$ cat src/rtl/shreg_ctrl_pkg.sv
// Shared types and constants for the shift-register sequencer.
// The PARITY state exists only when SHREG_CTRL_PARITY_EN is defined.
package shreg_ctrl_pkg;

  typedef enum logic [2:0] {
    ST_IDLE   = 3'd0,
    ST_LOAD   = 3'd1,
    ST_SHIFT  = 3'd2,
`ifdef SHREG_CTRL_PARITY_EN
    ST_PARITY = 3'd3,
`endif
    ST_DONE   = 3'd4
  } state_e;

  // Mode select codes understood by the parallel-load shift register
  localparam logic [1:0] SEL_LOAD = 2'b00;
  localparam logic [1:0] SEL_SHR  = 2'b01;
  localparam logic [1:0] SEL_SHL  = 2'b10;
  localparam logic [1:0] SEL_HOLD = 2'b11;

endpackage

$ cat src/rtl/shreg_bit_timer.sv
// Per-bit dwell timer: counts 0..CLKS_PER_BIT-1 while enabled and flags
// the final clock of each bit period.
module shreg_bit_timer #(
  parameter int CLKS_PER_BIT = 4
) (
  input  logic clk,
  input  logic reset,
  input  logic clear,
  input  logic enable,
  output logic last_tick
);

  localparam int CW = (CLKS_PER_BIT > 1) ? $clog2(CLKS_PER_BIT) : 1;
  localparam logic [CW-1:0] TICK_LAST = CW'(CLKS_PER_BIT - 1);

  logic [CW-1:0] tick_cnt_q, tick_cnt_d;

  assign last_tick = enable && (tick_cnt_q == TICK_LAST);

  // Advance the tick counter, wrapping to zero after the last tick
  always_comb begin
    tick_cnt_d = tick_cnt_q;
    if (clear) begin
      tick_cnt_d = '0;
    end else if (enable) begin
      tick_cnt_d = last_tick ? '0 : tick_cnt_q + 1'b1;
    end
  end

  // Tick counter register
  always_ff @(posedge clk) begin
    if (reset) begin
      tick_cnt_q <= '0;
    end else begin
      tick_cnt_q <= tick_cnt_d;
    end
  end

endmodule

$ cat src/rtl/shreg_ctrl.sv
// Sequencer that loads a word into an external parallel-load shift
// register and walks it out one bit per CLKS_PER_BIT clocks.
// Optional trailing even-parity bit: define SHREG_CTRL_PARITY_EN.
//
// state  | meaning
// IDLE   | ready for a word, register held
// LOAD   | parallel-load captured word into the register
// SHIFT  | present register end bit, shift on last tick of each bit
// PARITY | present parity of captured word (SHREG_CTRL_PARITY_EN only)
// DONE   | one-cycle completion pulse, not accepting
module shreg_ctrl #(
  parameter int   WIDTH        = 8,
  parameter int   CLKS_PER_BIT = 4,
  parameter logic FILL         = 1'b0
) (
  input  logic             clk,
  input  logic             reset,
  input  logic             in_valid,
  output logic             in_ready,
  input  logic [WIDTH-1:0] in_data,
  input  logic             in_msb_first,
  output logic [1:0]       sr_s,
  output logic [WIDTH-1:0] sr_a,
  output logic             sr_shift_in,
  input  logic [WIDTH-1:0] sr_q,
  output logic             ser_out,
  output logic             ser_valid,
  output logic             done
);
  import shreg_ctrl_pkg::*;

  localparam int BW = (WIDTH > 1) ? $clog2(WIDTH) : 1;
  localparam logic [BW-1:0] LAST_BIT = BW'(WIDTH - 1);

  state_e           state_q, state_d;
  logic [BW-1:0]    bit_cnt_q, bit_cnt_d;
  logic [WIDTH-1:0] data_q, data_d;
  logic             msb_q, msb_d;
  logic             last_tick;
  logic             tmr_enable;
  logic             tmr_clear;
  logic             unused_sr_q;
`ifdef SHREG_CTRL_PARITY_EN
  logic             parity_q, parity_d;
`endif

  // Only the two end bits of the register feed the serial output
  assign unused_sr_q = ^sr_q;

`ifdef SHREG_CTRL_PARITY_EN
  assign tmr_enable = (state_q == ST_SHIFT) || (state_q == ST_PARITY);
`else
  assign tmr_enable = (state_q == ST_SHIFT);
`endif
  assign tmr_clear  = (state_q == ST_LOAD);

  shreg_bit_timer #(
    .CLKS_PER_BIT(CLKS_PER_BIT)
  ) u_bit_timer (
    .clk      (clk),
    .reset    (reset),
    .clear    (tmr_clear),
    .enable   (tmr_enable),
    .last_tick(last_tick)
  );

  // Next-state and capture logic
  always_comb begin
    state_d   = state_q;
    bit_cnt_d = bit_cnt_q;
    data_d    = data_q;
    msb_d     = msb_q;
`ifdef SHREG_CTRL_PARITY_EN
    parity_d  = parity_q;
`endif
    case (state_q)
      ST_IDLE: begin
        if (in_valid) begin
          data_d  = in_data;
          msb_d   = in_msb_first;
`ifdef SHREG_CTRL_PARITY_EN
          parity_d = ^in_data;
`endif
          state_d = ST_LOAD;
        end
      end
      ST_LOAD: begin
        bit_cnt_d = '0;
        state_d   = ST_SHIFT;
      end
      ST_SHIFT: begin
        if (last_tick) begin
          bit_cnt_d = bit_cnt_q + 1'b1;
          if (bit_cnt_q == LAST_BIT) begin
`ifdef SHREG_CTRL_PARITY_EN
            state_d = ST_PARITY;
`else
            state_d = ST_DONE;
`endif
          end
        end
      end
`ifdef SHREG_CTRL_PARITY_EN
      ST_PARITY: begin
        if (last_tick) state_d = ST_DONE;
      end
`endif
      ST_DONE: state_d = ST_IDLE;
      default: state_d = ST_IDLE;
    endcase
  end

  // State and captured-word registers
  always_ff @(posedge clk) begin
    if (reset) begin
      state_q   <= ST_IDLE;
      bit_cnt_q <= '0;
      data_q    <= '0;
      msb_q     <= 1'b0;
`ifdef SHREG_CTRL_PARITY_EN
      parity_q  <= 1'b0;
`endif
    end else begin
      state_q   <= state_d;
      bit_cnt_q <= bit_cnt_d;
      data_q    <= data_d;
      msb_q     <= msb_d;
`ifdef SHREG_CTRL_PARITY_EN
      parity_q  <= parity_d;
`endif
    end
  end

  // Output decode from registered state only
  always_comb begin
    in_ready  = 1'b0;
    sr_s      = SEL_HOLD;
    sr_a      = '0;
    ser_out   = 1'b0;
    ser_valid = 1'b0;
    done      = 1'b0;
    case (state_q)
      ST_IDLE: in_ready = 1'b1;
      ST_LOAD: begin
        sr_s = SEL_LOAD;
        sr_a = data_q;
      end
      ST_SHIFT: begin
        ser_valid = 1'b1;
        ser_out   = msb_q ? sr_q[WIDTH-1] : sr_q[0];
        if (last_tick) sr_s = msb_q ? SEL_SHL : SEL_SHR;
      end
`ifdef SHREG_CTRL_PARITY_EN
      ST_PARITY: begin
        ser_valid = 1'b1;
        ser_out   = parity_q;
      end
`endif
      ST_DONE: done = 1'b1;
      default: ;
    endcase
  end

  assign sr_shift_in = FILL;

endmodule

$ cat config.mk
export PLATFORM = sky130hd
export DESIGN_NAME = shreg_ctrl
export DESIGN_NICKNAME = d
export VERILOG_FILES = /design/src/rtl/shreg_ctrl_pkg.sv /design/src/rtl/shreg_bit_timer.sv /design/src/rtl/shreg_ctrl.sv
export SDC_FILE = /design/constraint.sdc
export NUM_CORES = 1
export LEC_CHECK = 0
export BUFFER_PORTS_ARGS = -buffer_cell sky130_fd_sc_hd__buf_2
export CAP_MARGIN = 20
export CORE_MARGIN = 1.5
export CORE_UTILIZATION = 30
export CTS_CLUSTER_SIZE = 8
export DETAILED_ROUTE_END_ITERATION = 10
export SYNTH_ARGS = -nofsm -noshare
export SYNTH_HDL_FRONTEND = slang
export SYNTH_SLANG_ARGS = --single-unit
export TNS_END_PERCENT = 50
$ cat constraint.sdc
create_clock -name clk -period 1.9 [get_ports clk]
set_input_delay 0.475 -clock clk [delete_from_list [all_inputs] [get_ports clk]]
set_output_delay 0.475 -clock clk [all_outputs]
set_load 0.005 [all_outputs]
Word level (Yosys, flattened, before mapping) --
Cells that the tools add are included.
Word-level totals: bits in read-only memories 0, bits in latches 0, flip-flop bits (word level) 17, RAM bits 0, logic and storage cells 38, memories 0, output and inout bits 15, input port bits 20
Operators by class: eq/ne operators 8, $add $sub $neg 2, muxes and demuxes 16, order comparisons 0, reductions and logical operators 7, shift-type cells 0, divide/modulo/power cells 0, $mul 0, bitwise operators 0
Operator list (count):
- 3-bit two-way mux | 4
- 3-bit one-hot mux with 3 select lines | 1
- 8-bit two-way mux | 1
- 3-bit equality test (second input constant) | 2
- 2-bit two-way mux | 3
- 2-bit != test (second input constant) | 3
- 3-bit one-hot mux with 2 select lines | 1
- 1-bit two-way mux | 5
- 2-bit one-hot mux with 2 select lines | 1
- 2-bit AND reduction | 2
- 3-bit by 1-bit adder with 3-bit output (second input constant) | 1
- 3-bit by 1-bit equality test with 1-bit output (second input constant) | 1
- 3-bit by 2-bit equality test with 1-bit output (second input constant) | 1
- 3-bit zero test | 1
- 3-bit AND reduction | 1
- 2-bit by 1-bit adder with 2-bit output (second input constant) | 1
- 2-bit equality test (second input constant) | 1
- 2-bit nonzero test | 1
- 2-bit OR reduction | 1
- 1-bit logical AND | 1

Logic depth before layout (Yosys ltp) --
Gate-level depths: netlist of run 1.
word-level depth 4, mapped depth 5, gate-level depth less buffers 5

Cells and area by module --
From an unflattened synthesis of run 1, not the netlist that was laid out.
Second synthesis, totals: cell total of the unflattened synthesis 99, area total of the unflattened synthesis 854.6 sq um
Modules (own cells, without submodules):
- shreg_ctrl | area an instance 753.2 sq um, instances 1, seq. area each 300.3 sq um, cells each 90
- shreg_bit_timer | area an instance 101.3 sq um, instances 1, seq. area each 40.0 sq um, cells each 9

Worst setup path after synthesis of run 1 --
Ideal clock, no wire load.
path kind reg-to-output, start reg state_q[0], end out sr_s[0], setup slack 0.431 ns, data required time 1.425 ns, buffers on the path 1, data arrival time 0.994 ns, cell stages (with the launch flop) 5, cells stage by stage dfxtp_1 -> buf_2 -> nor2b_1 -> a31oi_1 -> or2_1
Between the ends: longest elaborated chain between the ends 4, elaborated cells between the ends (all ways) 5, classes of those cells eq/ne (2); mux (2); reduce/logical (1)
Ends and longest elaborated chain:
- start, declared | RTL line shreg_ctrl.sv:35 | state_e state_q, state_d;
- start signal, assigned | RTL line shreg_ctrl.sv:124 | state_q <= state_d;
- 3-bit by 2-bit equality test with 1-bit output | RTL line shreg_ctrl.sv:53, shreg_ctrl.sv:142
- 1-bit logical AND | RTL line shreg_bit_timer.sv:18 | assign last_tick = enable && (tick_cnt_q == TICK_LAST);
- 2-bit two-way mux | RTL line shreg_ctrl.sv:151 | if (last_tick) sr_s = msb_q ? SEL_SHL : SEL_SHR;
- 2-bit one-hot mux with 2 select lines * | RTL line shreg_ctrl.sv:142 | case (state_q)
- end, declared | RTL line shreg_ctrl.sv:22 | output logic [1:0] sr_s,
Every way passes the cells marked *; elsewhere a longest branch is shown, timed or not.

Worst setup path in the final report of run 1 --
start reg state_q[1], end out sr_s[0]
The elaborated chain is that of the path after synthesis.

==> summary.txt, run 1 <==
outcome -> complete, no violations
via count of the first global-routing pass -> 755
P_leak -> 0.4730 nW
die area -> 3160 sq um
via count -> 794
Skew-Pair Late Insertion Delay -> 0.29 ns
syn_nets -> 129
hold buffers post-CTS -> 0
synthesized flop and latch total -> 17
part of the power in combinational logic -> 16.2%
Die Y -> 56.22 um
CTS sink cnt -> 17
Worst Hold Class -> in -> reg
crit path cell chain -> buf_6, nor2b_4, a31oi_1, or2_1, buf_2
I/O Pins -> 35
final worst-path setup slack -> 0.1096 ns
Max IR drop VDD -> 0.0003900 V
initial antenna violation count -> 0
die width -> 56.22 um
total core area -> 2710 sq um
number of synthesized flops with an enable pin -> 0
ys async rst share -> 0%
crit path kind -> reg -> out
Psw -> 0.1854 mW
Setup TNS -> 0 ns
FILL cells -> 299
drt pass-1 iters -> 4
Cells after Synth -> 106
CP Data Arrival Time -> 1.32 ns
fin crit period -> 1.790 ns
leading area contributor after synthesis -> dfxtp_1
total CTS buffers -> 3
mapped cell area -> 849.6 sq um
Via density -> 4.841
ratio of cells with drive above 1 in the final layout -> 31.58%
Slowest-stage cell, CP -> dfxtp_4
RePlAce Congestion -> 0.6968
CP Max Fanout -> 12
Max Slew Vio Count -> 0
P&R area growth vs syn -> 26.51%
final hold violations -> 0
Synth Flop Type -> dfxtp_1
final critical-path share of the clock period -> 94.23%
YS warnings -> 0
final routed DRC violation total -> 0
Setup crit end kind -> primary output
port bufs -> 27
Worst Setup Start Kind -> flop
Peak Freq -> 558.5 MHz
Seq/Total Area, Yosys -> 40.06%
clock slew at reported path FFs -> 0.10 ns
CTS tree -> built
post-synth cell types -> 29
routed len/inst -> 10.64 um
GRT overflow -> 0
GRT Resource Usage Total -> 12.23%
Worst EP required -> 1.42 ns
fin cells -> 164
Area contributors post-synth -> dfxtp_1, nand2_1, a21oi_1
worst relative slew slack -> 65.56%
max cap viols -> 0
count leader, synth -> nand2_1
DP Cell Count -> 160
RSZ-0062 raised after global routing -> false
H-tree depth -> 1
final core occ -> 39.66%
first-pass GRT wire length -> 3174 um
postcts setup bufs -> 0
switching part of the total power -> 26.86%
pre-CTS setup slack -> 0.2481 ns
# rows -> 19
WL final -> 1745 um
Synth top area share -> 40.06%
number of diodes -> 0
Worst Skew -> 0.005286 ns
root buffer cell -> clkbuf_4
share of power burned in registers -> 56.1%
synth cell count leaders -> nand2_1, dfxtp_1, a21oi_1, and2_1, nand3_1
Clock power frac -> 27.7%
Internal Power -> 0.5049 mW
Max Root-Sink Buffers -> 2
Total Power -> 0.6903 mW
final net count -> 157
Setup-failing EPs final -> 0
largest net degree at the start of global routing -> 18
DP Wirelength -> 1262 um
Initial Util -> 31.35%
Avg Synthesized Cell Area -> 8.015 sq um
Pwr per Cell Area -> 642.3 nW/um^2
post-route ant nets -> 0
Iter 0 DRT Violations -> 14
Slew @ Worst Pin -> 0.5144 ns
crit-path max cell delay -> 0.39 ns
kinds of logic (layout without fill, tap and decap cells):
group | after synthesis | after routing | share of synthesized area, %
buffers and inverters | 9 | 36 | 5.007
muxes | 1 | 1 | 1.178
other | 1 | 1 | 0.4414
AOI/OAI and AO/OA | 19 | 19 | 11.93
and+or+nand+nor | 56 | 56 | 36.96
adders and majority gates | 3 | 3 | 4.419
DFF | 17 | 17 | 40.06
layer usage:
| layer | share of wire [%] | GRT usage (%) | wire, um |
|---|---|---|---|
| met1 | 48 | 17.44 | 839 |
| met2 | 47 | 17.98 | 814 |
| met3 | 4.1 | 1.395 | 72 |
| met4 | 1.0 | 6.463 | 18 |
| met5 | 0 | 0 | 0 |
layout by cell type (no fill, tap or decap):
cell,Yosys,layout
nor2b_4,0,1
o21bai_1,1,1
clkinv_2,0,1
nand2_1,22,22
dfxtp_2,0,1
or2_0,1,1
nand4_1,2,2
nor4b_4,1,1
nor3_1,3,3
a31oi_1,3,3
dfxtp_1,17,14
buf_4,1,2
nor2b_2,0,1
nor4_1,1,1
buf_6,0,1
dfxtp_4,0,2
buf_2,4,27
nand4bb_1,1,1
mux2i_1,1,1
nor3b_1,1,1
nor2_1,3,2
or2_1,2,2
nor3b_4,0,1
ha_1,3,3
clkbuf_4,0,3
a21oi_1,14,14
conb_1,1,1
nand3_1,5,5
inv_1,2,2
o21ai_0,1,1
or4b_1,1,1
and2_1,9,9
nor2_4,0,1
or3b_1,1,1
sequential cells by signal, indices dropped and copies added (netlist names):
name                    flops
u_bit_timer.tick_cnt_q      2
data_q                      8
msb_q                       1
bit_cnt_q                   3
state_q                     3
power by group through the flow:
stage	clock network, mW	logic, mW	registers (mW)
floorplan	0	0.0726	0.391
global placement	0	0.105	0.394
detailed placement	0	0.107	0.395
CTS	0.202	0.109	0.388
global route	0.215	0.127	0.390
finish	0.192	0.112	0.387
stage by stage:
stage	hold WS, ns	instance area, sq um
after global placement	0.4376	1011
final	0.4109	1075
after detailed placement	0.4448	1011
after CTS	0.4028	1052
after global routing	0.4034	1075
after floorplan	0.4317	849.6
path summary, 6_finish.rpt:
path	startpoint	cells past startpoint	endpoint	slack, ns
setup / recovery	state_q[1]	5	sr_s[0]	0.11
hold reg to reg	data_q[5]	2	data_q[5]	0.46
hold / removal	in_data[4]	3	data_q[4]	0.41
setup reg to reg	state_q[2]	3	data_q[3]	0.43
area by class of cell:
| class | count | area (sq um) | share of cell area, % |
|---|---|---|---|
| Multi-Input combinational cell | 80 | 490.5 | 45.63 |
| Sequential cell | 17 | 349.1 | 32.48 |
| Timing Repair Buffer | 30 | 161.4 | 15.02 |
| Tap cell | 31 | 38.79 | 3.609 |
| Clock buffer | 3 | 22.52 | 2.095 |
| Inverter | 2 | 7.507 | 0.6985 |
| Clock inverter | 1 | 5.005 | 0.4657 |
worst max-delay path, delay by kind of cell, from the launching register on:
family	cells	cell delay (ns)
AO/OA/AOI/OAI	1	0.04
buffers and inverters	2	0.28
flip-flops	1	0.39
AND/OR/NAND/NOR	2	0.33
timing repair:
action / in CTS / in global routing
endpoints found under the setup margin: 11 / 12
pin swaps: 1 / 0
endpoints found under the hold margin: 0 / 0
resized for setup: 5 / 7
(Power assumes the default switching activity.)
==> run 2: changes to the inputs <==
--- a/config.mk
+++ b/config.mk
@@ -11,6 +11,7 @@
 export CORE_UTILIZATION = 30
 export CTS_CLUSTER_SIZE = 8
 export DETAILED_ROUTE_END_ITERATION = 10
+export PLACE_DENSITY_LB_ADDON = 0.1
 export SYNTH_ARGS = -nofsm -noshare
 export SYNTH_HDL_FRONTEND = slang
 export SYNTH_SLANG_ARGS = --single-unit
==> summary.txt, run 2 (synthesized netlist as in run 1, its figures left out) <==
final worst-path setup slack -> 0.07160 ns (-0.03798 ns)
DP Wirelength -> 1293 um (+2.5%)
Max Root-Sink Buffers -> 2 (unchanged)
via count of the first global-routing pass -> 687 (-9.0%)
via count -> 780 (-1.8%)
drt pass-1 iters -> 6 (+2)
Skew-Pair Late Insertion Delay -> 0.29 ns (about the same)
max cap viols -> 0 (unchanged)
CTS tree -> built
final net count -> 159 (+1.3%)
Worst Setup Start Kind -> flop
first-pass GRT wire length -> 3022 um (-4.8%)
Worst EP required -> 1.42 ns (about the same)
Max Slew Vio Count -> 0 (unchanged)
biggest regs -> data_q x8, bit_cnt_q x3, state_q x3
postcts setup bufs -> 0 (unchanged)
CTS sink cnt -> 17 (unchanged)
total CTS buffers -> 3 (unchanged)
CP Max Fanout -> 5 (-7)
# rows -> 19 (unchanged)
clock slew at reported path FFs -> 0.10 ns (about the same)
Setup crit end kind -> primary output
die width -> 56.22 um (unchanged)
post-route ant nets -> 0 (unchanged)
GRT overflow -> 0 (unchanged)
Worst Hold Class -> in -> reg
outcome -> complete, no violations
largest net degree at the start of global routing -> 18 (unchanged)
P_leak -> 0.4767 nW (+0.78%)
fin crit period -> 1.828 ns (+0.03798 ns)
Max IR drop VDD -> 0.0004332 V (+11%)
Iter 0 DRT Violations -> 10 (-4)
ratio of cells with drive above 1 in the final layout -> 31.85% (+0.27 points)
Slew @ Worst Pin -> 0.5300 ns (+0.01552 ns)
WL final -> 1811 um (+3.8%)
Biggest register -> data_q
hold buffers post-CTS -> 0 (unchanged)
Setup TNS -> 0 ns (unchanged)
total placed instance area -> 1026 sq um (+1.5%)
Via density -> 4.699 (-2.9%)
final routed DRC violation total -> 0 (unchanged)
Setup-failing EPs final -> 0 (unchanged)
Die Y -> 56.22 um (unchanged)
RSZ-0062 raised after global routing -> true
Largest register FFs -> 8 (unchanged)
Worst Skew -> 0.008301 ns (+0.003015 ns)
total core area -> 2710 sq um (unchanged)
H-tree depth -> 1 (unchanged)
Peak Freq -> 546.9 MHz (-2.1%)
final hold violations -> 0 (unchanged)
initial antenna violation count -> 0 (unchanged)
pre-CTS setup slack -> 0.2917 ns (+0.04361 ns)
number of diodes -> 0 (unchanged)
routed len/inst -> 10.91 um (+2.5%)
port bufs -> 27 (unchanged)
P&R area growth vs syn -> 26.51% (unchanged)
final critical-path share of the clock period -> 96.23% (+2.0 points)
CP Data Arrival Time -> 1.35 ns (+0.03 ns)
Pwr per Cell Area -> 648.8 nW/um^2 (+1.0%)
worst relative slew slack -> 64.52% (-1.0 points)
Total Power -> 0.6974 mW (+1.0%)
I/O Pins -> 35 (unchanged)
RePlAce Congestion -> 0.7112 (+2.1%)
Initial Util -> 31.35% (unchanged)
commonest non-fill, non-tap cell in the layout -> buf_2
Post-Layout Inst Area -> 1075 sq um (unchanged)
die area -> 3160 sq um (unchanged)
root buffer cell -> clkbuf_4
GRT Resource Usage Total -> 12.08% (-0.15 points)
worst hold slack -> 0.4097 ns (-0.001214 ns)
commonest non-fill, non-tap cells in the layout -> buf_2, nand2_1, a21oi_1, dfxtp_1, and2_1
crit path kind -> reg -> out
run 2: changes by cell type in the layout (fill, tap and decap cells not counted), sizes merged:
cell / before / now
buf: 30 / 32
clkbuf: 3 / 4
clkinv: 1 / 0
run 2: what timing repair did:
action | 4_1_cts | 5_1_grt
setup endpoints to repair | 10 | 13
cloned | 0 | 0
gates resized for setup | 3 | 5
endpoints found under the hold margin | 0 | 0
run 2: layout make-up:
type,instances,area [sq um]
tap,31,38.79
fill,306,1635
inverter,2,7.507
sequential,17,344.1
multi-input combinational,80,485.5
timing repair buffer,32,172.7
clock buffer,4,26.28
run 2: critical path: stages (launching register included):
cell and delay [ns]:
dfxtp_2 0.41, nor2b_2 0.22, a31oi_1 0.10, or2_1 0.21
buf_2 0.12
run 2: path summary, 6_finish.rpt:
check / from / endpoint / slack, ns / cells after the start
worst max register to register: state_q[2] / data_q[2] / 0.44 / 3
worst max-delay path: state_q[1] / sr_s[0] / 0.07 / 4
worst min-delay path: in_data[3] / data_q[3] / 0.41 / 3
worst min register to register: data_q[5] / data_q[5] / 0.45 / 2
run 2: power breakdown:
group | switching [mW] | total, mW | leakage, nW | internal [mW]
clock | 0.114 | 0.196 | 0.0150 | 0.0816
combinational | 0.0599 | 0.114 | 0.322 | 0.0537
sequential | 0.0137 | 0.388 | 0.140 | 0.374
total | 0.188 | 0.697 | 0.477 | 0.510
run 2: stage by stage:
stage,util (%),cells
2_1_floorplan,-,106
3_3_place_gp,37.86,162
3_5_place_dp,37.86,162
4_1_cts,39.20,166
5_1_grt,39.66,166
6_report,39.66,166
run 2: layer usage:
metal | vias up | share of wire [%] | GRT usage, %
li1 | 421 | - | -
met1 | 334 | 51 | 16.83
met2 | 21 | 42 | 17.14
met3 | 4 | 4.8 | 3.023
met4 | 0 | 1.8 | 6.122
met5 | - | 0 | 0
==> run 3: changes to the inputs <==
--- a/config.mk
+++ b/config.mk
@@ -11,8 +11,10 @@
 export CORE_UTILIZATION = 30
 export CTS_CLUSTER_SIZE = 8
 export DETAILED_ROUTE_END_ITERATION = 10
+export HOLD_SLACK_MARGIN = 0.1
 export PLACE_DENSITY_LB_ADDON = 0.1
 export SYNTH_ARGS = -nofsm -noshare
 export SYNTH_HDL_FRONTEND = slang
+export SYNTH_HIERARCHICAL = 1
 export SYNTH_SLANG_ARGS = --single-unit
 export TNS_END_PERCENT = 50
==> summary.txt, run 3 <==
first-pass GRT wire length -> 3049 um (+0.89%)
crit path launch -> state_q[0]
Worst Skew -> 0.01094 ns (+0.002637 ns)
Max Root-Sink Buffers -> 2 (unchanged)
count leader, synth -> nand2_1
Crit Reg-Reg Endpoint -> bit_cnt_q[0]
port bufs -> 27 (unchanged)
final critical-path share of the clock period -> 114.1% (+18 points)
hold path start -> in_data[1]
Cells after Synth -> 99 (-6.6%)
failing checks -> setup timing
GRT Resource Usage Total -> 12.29% (+0.21 points)
Iter 0 DRT Violations -> 5 (-5)
Avg Synthesized Cell Area -> 8.632 sq um (+7.7%)
Synth Flop Type -> dfxtp_1
fin cells -> 170 (+2.4%)
RSZ-0062 raised after global routing -> true
Largest register FFs -> 8 (unchanged)
switching part of the total power -> 26.81% (-0.10 points)
ys async rst share -> 0% (unchanged)
CTS tree -> built
commonest non-fill, non-tap cell in the layout -> buf_2
Worst Hold Class -> in -> reg
synth cell count leaders -> nand2_1, dfxtp_1, a21oi_1, and2_1
Max IR drop VDD -> 0.0004955 V (+14%)
routed len/inst -> 10.78 um (-1.2%)
die width -> 56.37 um (+0.28%)
Setup crit end kind -> primary output
share of power burned in registers -> 53.1% (-2.5 points)
Pwr per Cell Area -> 612.6 nW/um^2 (-5.6%)
Peak Freq -> 461.3 MHz (-16%)
largest net degree at the start of global routing -> 18 (unchanged)
Worst Setup Start Kind -> flop
Via density -> 4.594 (-2.2%)
via count of the first global-routing pass -> 710 (+3.3%)
commonest non-fill, non-tap cells in the layout -> buf_2, nand2_1, dfxtp_1
WL final -> 1832 um (+1.2%)
post-route ant nets -> 0 (unchanged)
Psw -> 0.1940 mW (+3.4%)
die area -> 3178 sq um (+0.55%)
CP Data Arrival Time -> 1.69 ns (+0.34 ns)
drt pass-1 iters -> 2 (-4)
final core occ -> 43.20% (+3.5 points)
leading area contributor after synthesis -> dfxtp_1
reg2reg setup slack -> 0.25 ns (-0.19 ns)
DP Wirelength -> 1259 um (-2.6%)
syn_nets -> 122 (-5.4%)
DP Cell Count -> 157 (-3.1%)
pre-CTS setup slack -> 0.04486 ns (-0.2468 ns)
Die Y -> 56.37 um (+0.28%)
total core area -> 2734 sq um (+0.88%)
WHS Endpoint -> data_q[1]
P&R area growth vs syn -> 38.21%
Seq/Total Area, Yosys -> 39.82% (-0.23 points)
synthesized flop and latch total -> 17 (unchanged)
GRT overflow -> 0 (unchanged)
number of synthesized flops with an enable pin -> 0 (unchanged)
I/O Pins -> 35 (unchanged)
biggest regs -> data_q x8, bit_cnt_q x3, state_q x3
RePlAce Congestion -> 0.6193 (-13%)
# rows -> 19 (unchanged)
root buffer cell -> clkbuf_4
Slew @ Worst Pin -> 0.5429 ns (+0.01294 ns)
crit path kind -> reg -> out
CTS sink cnt -> 17 (unchanged)
part of the power in combinational logic -> 19.6% (+3.3 points)
total CTS buffers -> 3 (unchanged)
final net count -> 163 (+2.5%)
Max Slew Vio Count -> 0 (unchanged)
CP Max Fanout -> 3 (-2)
mapped cell area -> 854.6 sq um (+0.59%)
Clock power frac -> 27.3% (-0.8 points)
fin crit period -> 2.168 ns (+0.3394 ns)
P_leak -> 0.5388 nW (+13%)
final worst-path setup slack -> -0.2678 ns (-0.3394 ns)
post-synth cell types -> 28 (-3.4%)
final hold violations -> 0 (unchanged)
ratio of cells with drive above 1 in the final layout -> 46.76% (+15 points)
Synth top area share -> 39.82% (-0.23 points)
RR Startpoint -> state_q[0]
Setup-failing EPs final -> 10 (+10)
Worst Reg-to-Reg Cells -> 8 (+5)
Skew-Pair Late Insertion Delay -> 0.29 ns (about the same)
H-tree depth -> 1 (unchanged)
worst relative slew slack -> 63.65% (-0.87 points)
outcome -> complete, but fails checks
initial antenna violation count -> 0 (unchanged)
hold buffers post-CTS -> 0 (unchanged)
Initial Util -> 31.26% (-0.090 points)
Biggest register -> data_q
Internal Power -> 0.5295 mW (+3.9%)
WHS Path Cells -> 3 (unchanged)
YS warnings -> 6 (+6)
number of diodes -> 0 (unchanged)
Worst EP required -> 1.42 ns (about the same)
final routed DRC violation total -> 0 (unchanged)
via count -> 781 (+0.13%)
worst hold slack -> 0.4016 ns (-0.008053 ns)
max cap viols -> 0 (unchanged)
clock slew at reported path FFs -> 0.11 ns (about the same)
Area contributors post-synth -> dfxtp_1, nand2_1, a21oi_1
## run 3: kinds of logic after synthesis
logic type | share of synthesized area [%]
buf+inv | 7.173
simple gates | 35.14
mux | 2.343
other cells | 0.4388
compound gates | 10.69
flops | 39.82
fa+ha+maj | 4.393
## run 3: cell type report
class	count	area, sq um
timing repair buffer	42	269.0
inverter	2	12.51
timing repair inverter	1	7.507
clock inverter	1	7.507
fill	298	1553
clock buffer	3	22.52
sequential	17	344.1
multi-input combinational	73	479.2
tap	31	38.79
## run 3: power by group through the flow
stage	logic [mW]	clock network (mW)	registers (mW)
after floorplan	0.0836	0	0.388
after global placement	0.118	0	0.391
after detailed placement	0.120	0	0.391
after CTS	0.130	0.210	0.383
after global routing	0.158	0.230	0.387
final	0.142	0.198	0.384
## run 3: stage by stage
step | area [sq um] | power, mW | setup TNS (ns)
4_1_cts | 1120 | 0.7232 | -1.468
6_report | 1181 | 0.7235 | -1.906
3_5_place_dp | 1041 | 0.5113 | 0
2_1_floorplan | 870.8 | 0.4718 | 0
3_3_place_gp | 1041 | 0.5090 | 0
5_1_grt | 1181 | 0.7744 | -2.895
## run 3: worst max-delay path by stage
stage                     endpoint  slack [ns]
after floorplan            sr_s[1]       0.001
final                      sr_s[1]       -0.27
after detailed placement   sr_s[0]        0.04
after global placement     sr_s[0]        0.05
after global routing       sr_s[1]       -0.35
after CTS                  sr_s[1]       -0.28
## run 3: repair_timing
action | in CTS | in global routing
resized for setup | 5 | 9
cloned | 1 | 0
buffers inserted | 4 | 4
setup endpoints to repair | 10 | 12
pin swaps | 2 | 2
## run 3: metal layers
metal,up-vias,track usage [%],part of all wire (%)
met5,-,0,0
met4,0,2.041,0.66
met3,2,5.069,4.7
met2,17,20.00,49
met1,350,15.48,46
li1,412,-,-
## run 3: worst max-delay path, cell delays in order, from the launching register on
cell	delay, ns
dfxtp_2	0.35
or3b_4	0.39
inv_4	0.06
and2_4	0.13
and4bb_2	0.27
o21ai_1	0.08
buf_2	0.12
